===== src/rtl/alu16_seq.sv =====
// alu16_seq: performs a 16-bit add as two passes through an external 8-bit ALU.
// The low bytes go through first with ALU_ADD_OP, then the high bytes with
// ALU_ADC_OP, using the low-pass carry as carry-in.
//   mode 0 : ADD HL,rr  (Z kept from flags_in, H/C from the high pass)
//   mode 1 : ADD SP,e8  (op_b[7:0] sign-extended, Z=0, H/C from the low pass)
// Optional feature macro: ALU16_SEQ_SPADD_EN. When it is undefined, mode is
// ignored and every operation runs as mode 0.
// Ports:
//   clk, rst (async, active-high)
//   start, mode, op_a[15:0], op_b[15:0], flags_in[7:0]  - request
//   alu_a[7:0], alu_b[7:0], alu_opcode[3:0], alu_carry_in - to 8-bit ALU
//   alu_res[7:0], alu_flags[7:0]                          - from 8-bit ALU
//   busy, done, result[15:0], flags_out[7:0]              - status/result
// Flag layout: Z=bit7, N=bit6, H=bit5, C=bit4, bits[3:0]=0.
module alu16_seq #(
  parameter logic [3:0] ALU_ADD_OP = 4'b0000,
  parameter logic [3:0] ALU_ADC_OP = 4'b0001
) (
  input  logic        clk,
  input  logic        rst,
  input  logic        start,
  input  logic        mode,
  input  logic [15:0] op_a,
  input  logic [15:0] op_b,
  input  logic [7:0]  flags_in,
  output logic [7:0]  alu_a,
  output logic [7:0]  alu_b,
  output logic [3:0]  alu_opcode,
  output logic        alu_carry_in,
  input  logic [7:0]  alu_res,
  input  logic [7:0]  alu_flags,
  output logic        busy,
  output logic        done,
  output logic [15:0] result,
  output logic [7:0]  flags_out
);

  typedef enum logic [1:0] {IDLE, LO, HI, DONE} state_t;

  state_t      state, state_nxt;
  logic [15:0] a_q;
  logic [15:0] b_q;
  logic        z_q;
  logic [7:0]  lo_byte_q;
  logic        lo_h_q;
  logic        lo_c_q;
  logic [15:0] b_eff;
  logic [7:0]  flags_new;

  // Only Z of flags_in and H/C of alu_flags are consumed.
  logic [12:0] unused_bits;
  assign unused_bits = {flags_in[6:0], alu_flags[7:6], alu_flags[3:0]};

`ifdef ALU16_SEQ_SPADD_EN
  logic               mode_q;
  logic signed [7:0]  e8;
  logic signed [15:0] e8_ext;

  assign e8     = op_b[7:0];
  assign e8_ext = e8;  // signed-to-signed assignment sign-extends
  assign b_eff  = mode ? e8_ext : op_b;

  // SP+e8 reports the low-pass (byte) carries and always clears Z.
  assign flags_new = mode_q ? {2'b00, lo_h_q, lo_c_q, 4'b0000}
                            : {z_q, 1'b0, alu_flags[5], alu_flags[4], 4'b0000};
`else
  logic unused_mode;
  assign unused_mode = mode;
  assign b_eff       = op_b;
  assign flags_new   = {z_q, 1'b0, alu_flags[5], alu_flags[4], 4'b0000};
`endif

  always_ff @(posedge clk or posedge rst) begin
    if (rst) state <= IDLE;
    else     state <= state_nxt;
  end

  always_comb begin
    state_nxt    = state;
    alu_a        = 8'h00;
    alu_b        = 8'h00;
    alu_opcode   = ALU_ADD_OP;
    alu_carry_in = 1'b0;
    busy         = 1'b0;
    done         = 1'b0;
    case (state)
      IDLE: if (start) state_nxt = LO;
      LO: begin
        alu_a     = a_q[7:0];
        alu_b     = b_q[7:0];
        busy      = 1'b1;
        state_nxt = HI;
      end
      HI: begin
        alu_a        = a_q[15:8];
        alu_b        = b_q[15:8];
        alu_opcode   = ALU_ADC_OP;
        alu_carry_in = lo_c_q;
        busy         = 1'b1;
        state_nxt    = DONE;
      end
      DONE: begin
        done      = 1'b1;
        state_nxt = IDLE;
      end
      default: state_nxt = IDLE;
    endcase
  end

  always_ff @(posedge clk or posedge rst) begin
    if (rst) begin
      a_q       <= 16'h0000;
      b_q       <= 16'h0000;
      z_q       <= 1'b0;
      lo_byte_q <= 8'h00;
      lo_h_q    <= 1'b0;
      lo_c_q    <= 1'b0;
      result    <= 16'h0000;
      flags_out <= 8'h00;
`ifdef ALU16_SEQ_SPADD_EN
      mode_q    <= 1'b0;
`endif
    end else begin
      case (state)
        // accept: capture operands
        IDLE: if (start) begin
          a_q <= op_a;
          b_q <= b_eff;
          z_q <= flags_in[7];
`ifdef ALU16_SEQ_SPADD_EN
          mode_q <= mode;
`endif
        end
        // low pass -> high pass
        LO: begin
          lo_byte_q <= alu_res;
          lo_h_q    <= alu_flags[5];
          lo_c_q    <= alu_flags[4];
        end
        // high pass -> result
        HI: begin
          result    <= {alu_res, lo_byte_q};
          flags_out <= flags_new;
        end
        default: ;
      endcase
    end
  end

endmodule


===== config.mk =====
export PLATFORM = sky130hd
export DESIGN_NAME = alu16_seq
export DESIGN_NICKNAME = d
export VERILOG_FILES = /design/src/rtl/alu16_seq.sv
export SDC_FILE = /design/constraint.sdc
export NUM_CORES = 1
export LEC_CHECK = 0
export ABC_CLOCK_PERIOD_IN_PS = 1650
export CORE_UTILIZATION = 38
export CTS_BUF_LIST = sky130_fd_sc_hd__clkbuf_8
export CTS_CLUSTER_DIAMETER = 120
export DETAILED_ROUTE_END_ITERATION = 7
export GPL_ROUTABILITY_DRIVEN = 0
export HOLD_SLACK_MARGIN = 0.1
export PLACE_DENSITY = 0.72
export SLEW_MARGIN = 5
export SYNTH_ARGS = -nofsm -noshare
export SYNTH_HDL_FRONTEND = slang
export SYNTH_SLANG_ARGS = --single-unit

===== constraint.sdc =====
create_clock -name clk -period 1.65 [get_ports clk]
set_input_delay 0.2475 -clock clk [delete_from_list [all_inputs] [get_ports clk]]
set_output_delay 0.2475 -clock clk [all_outputs]
set_load 0.02 [all_outputs]

# After elaboration in Yosys (flattened, before gate mapping)
# Cells that the tools add are included.
# W data, S select, Z words.
# totals
mem_bits_rw	0
mem_count	0
regBits	63
latch_bits	0
rom_bits	0
# op_classes
n_reduce_logical	3
bitwise_logic	0
mul	0
n_shift	0
n_eq_ne	4
n_div	0
n_mux	8
n_lt_le_gt_ge	0
add_sub_neg	0
# ops
cell	n
$pmux W8 S2	2
$pmux W2 S4	1
$eq A2 B2 Y1 const B	2
$mux W1	4
$eq A2 B1 Y1 const B	1
$logic_not A2 Y1	1
$mux W2	1
$ne A2 B2 Y1 const B	1
$reduce_and A2 Y1	1
$reduce_or A2 Y1	1

# Longest topological paths before layout
# logic_depth
ltp_word	3
depth_mapped	6
depth_no_buf	4

# Worst setup path after synthesis
# No wires, ideal clock.
# synth_path
path_type	flip-flop to output port
from	register state[0]
to	output port alu_b[3]
path_buffers	2
setup_slack_ns	-0.200
required_time_ns	1.402
stages_incl_launch_ff	7
t_arrival_ns	1.603
cell_sequence	dfrtp_1 > inv_1 > ha_1 > buf_2 > buf_2 > a22oi_1 > nor2b_1
# synth_between
elab_chain_len	2
# synth_rtl
element	line_no	source
from (decl)	40	state_t state, state_nxt;
from (signal assigned)	75	else state <= state_nxt;
$eq A2 B2 Y1 or $eq A2 B1 Y1 (tied branches)	86	case (state)
$pmux W8 S2 (*)	86	
to (decl)	27	output logic [7:0] alu_b,
# Mark *: on every way between the ends. The rest lies on a longest branch, timed or not.

# Final worst setup path
# layout_path
from	register state[1]
to	output port alu_a[0]
# layout_between
elab_chain_len	2
# layout_rtl
element	line_no	source
$eq A2 B2 Y1 or $eq A2 B1 Y1 (tied branches)	86	
$pmux W8 S2 (*)	86	
to (decl)	26	output logic [7:0] alu_a,
# Marks and branches as above.

==> reports/metrics.yaml <==
power_and_ir_drop:
  leakage_nw: 1.81
  ir_worst_vdd_v: 0.000832
  p_clk_share_pct: 15.7
  power_per_cell_area_nw_per_um2: 2190
  p_switching_w: 0.00318
  intPower_w: 0.00619
  combPwrFrac_pct: 54.3
  netSwitchingFraction_pct: 33.9
  seqPwrFrac_pct: 30.0
cts:
  h-tree-depth: 3
  path_clk_slew_ps: 70
  cts_sinks: 63
  cts_root_buffer: "clkbuf_8"
  cts_buffers: 9
  clockBufferDepth: 2
  clkLatencyLatePin_ps: 320
  cts_tree: "done"
  cts_hold_buf: 0
die:
  die-area_um2: 7590
  fp.dieH_um: 87.1
  initial_utilization_pct: 39.9
  chipWidth_um: 87.1
  core_area_um2: 6910
  num_rows: 30
  num_io_pins: 107
route:
  drc: 0
  drt_iter0_drc: 29
  wl_per_cell_um: 14.4
  vias: 1812
  antenna_left: 0
  wirelength_um: 5750
  drt_first_pass_iters: 4
  vias_per_cell: 4.54
job:
  cap_violations: 0
setup_path:
  r2r_slack_ps: 140
  crit_fanout: 5
  rr_startpoint: "state[0]$_DFFE_PP0P_"
  arrival_ps: 1560
  criticalPathCategory: "flop to primary output"
  cp.required_ps: 1400
  cp-end-kind: "primary output"
  start_kind: "flop"
  worstSetupStartpoint: "state[1]$_DFFE_PP0P_"
placement:
  io_buffers: 84
  dp_hpwl_um: 4080
  dp_cells: 376
  dp_slack_ps: -361
finish:
  register_area_um2: 1580
  fillers: 554
  fin_nets: 364
  insertedDiodeCount: 0
  final-instance-count-excl-fill: 399
  multi_input_area_um2: 1220
  final_cell_mix: "clkdlybuf4s50_1 (64), dfrtp_1 (63), mux2_2 (62), buf_6 (19)"
  synthToLayoutAreaGrowth_pct: 55.2
  post-route-util_pct: 61.9
  layout_commonest_cell: "clkdlybuf4s50_1"
  drive_above_1_share_pct: 51.5
yosys:
  yosysSeqAreaShare_pct: 57.3
  synth.distinct_cells: 16
  synth.cell_area_um2: 2750
  synth_seq_cells: 63
  postSynthAreaPerCell_um2: 14.4
  syn-instance-count: 191
  yosys_warnings: 0
timing:
  final.setup_skew_ps: 12.0
  rsz0062_at_grt: "true"
  fin_crit_ps: 1800
  finalSetupViolations: 17
  finalMaxSlewViolations: 0
  timing.hold.ws_ps: 228
  timing.final.ws_setup_ps: -153
  timing.fmax_ghz: 0.555
  finalHoldViolCount: 0
  min_period_over_period_pct: 109
grt:
  antenna_found_initial: 0
  grt_pass1_wl_um: 9450
  overflow: 0
  grt_max_degree: 31
  gr-usage-all-layers_pct: 16.7
  grt_pass1_vias: 1897
min_path:
  hp-class: "primary input to asynchronous set/reset pin"
status:
  outcome: "complete, but fails checks"
  violations: "setup timing"
==> cell usage after synthesis, drive strengths merged <==
cell type,number,area (um^2)
nand2,1,6.26
inv,3,11.3
a22oi,16,120
dfrtp,63,1580
mux2,62,698
buf,18,131
nor2b,16,100
and2,1,6.26
clkbuf,1,3.75
mux2i,1,10.0
ha,6,75.1
nand2b,1,6.26
nor2,1,3.75
conb,1,3.75
==> worst max-delay path, stage by stage (launching register included) <==
cell and delay (ps):
dfrtp_1 400, buf_6 130, ha_4 180, buf_12 130
a22oi_2 180, nor2b_2 60, buf_2 150
==> through the flow <==
step                cell area [um^2]  power (W)  setup TNS, ps
floorplan                       2820    0.00544           -529
global placement                3830    0.00714          -5040
detailed placement              3830    0.00727          -5750
CTS                             4190    0.00924          -2520
global route                    4270    0.00992          -3380
finish                          4270    0.00937          -2010
==> cells by family after synthesis <==
| logic type | count (synthesis) | synth area share, % |
|---|---|---|
| buffers and inverters | 22 | 5.32 |
| adders and majority gates | 6 | 2.73 |
| muxes | 63 | 25.7 |
| AOI/OAI and AO/OA | 16 | 4.36 |
| other | 1 | 0.136 |
| and+or+nand+nor | 20 | 4.45 |
| DFF | 63 | 57.3 |
==> layout make-up <==
class,instances,share of cell area (%)
clock inverter,5,1.70
tap,96,2.81
multi-input combinational,113,28.5
sequential,63,36.9
clock buffer,11,3.54
inverter,3,0.351
timing repair buffer,108,26.2
==> routing by layer <==
layer  part of all wire [%]  GRT usage, %  vias to the layer above
met5                      0             0                        -
met4                   0.47          7.00                        0
met3                    3.9          3.41                        3
met2                     50          27.3                       56
met1                     46          21.6                      887
li1                       -             -                      866
==> sequential cells by signal, indices dropped and copies added (netlist names) <==
name and count:
flags_out 3, z_q 1, state 2, lo_byte_q 8, a_q 16, lo_c_q 1, b_q 16, result 16
==> timing repair <==
action,CTS,global route
gates cloned,0,1
pin swaps,11,9
gates resized for setup,123,15
setup buffers,5,1
setup endpoints to repair,20,19
==> power groups by stage <==
stage               sequential (W)  combinational (W)  clock, W
floorplan                  0.00298            0.00246         0
global placement           0.00272            0.00442         0
detailed placement         0.00277            0.00451         0
CTS                        0.00280            0.00492   0.00151
global route               0.00291            0.00542   0.00159
finish                     0.00281            0.00508   0.00147
==> worst paths after layout <==
check,depth (start not counted),end
setup / recovery,6,alu_a[0]
max in group asynchronous,3,a_q[12]$_DFFE_PP0P_
hold / removal,2,result[0]$_DFFE_PP0N_
min in group clk,1,lo_byte_q[6]$_DFFE_PP0N_
hold reg to reg,1,lo_byte_q[6]$_DFFE_PP0N_
setup reg to reg,5,flags_out[5]$_DFFE_PP0N_
No activity file was read; power rests on OpenSTA's default activity.
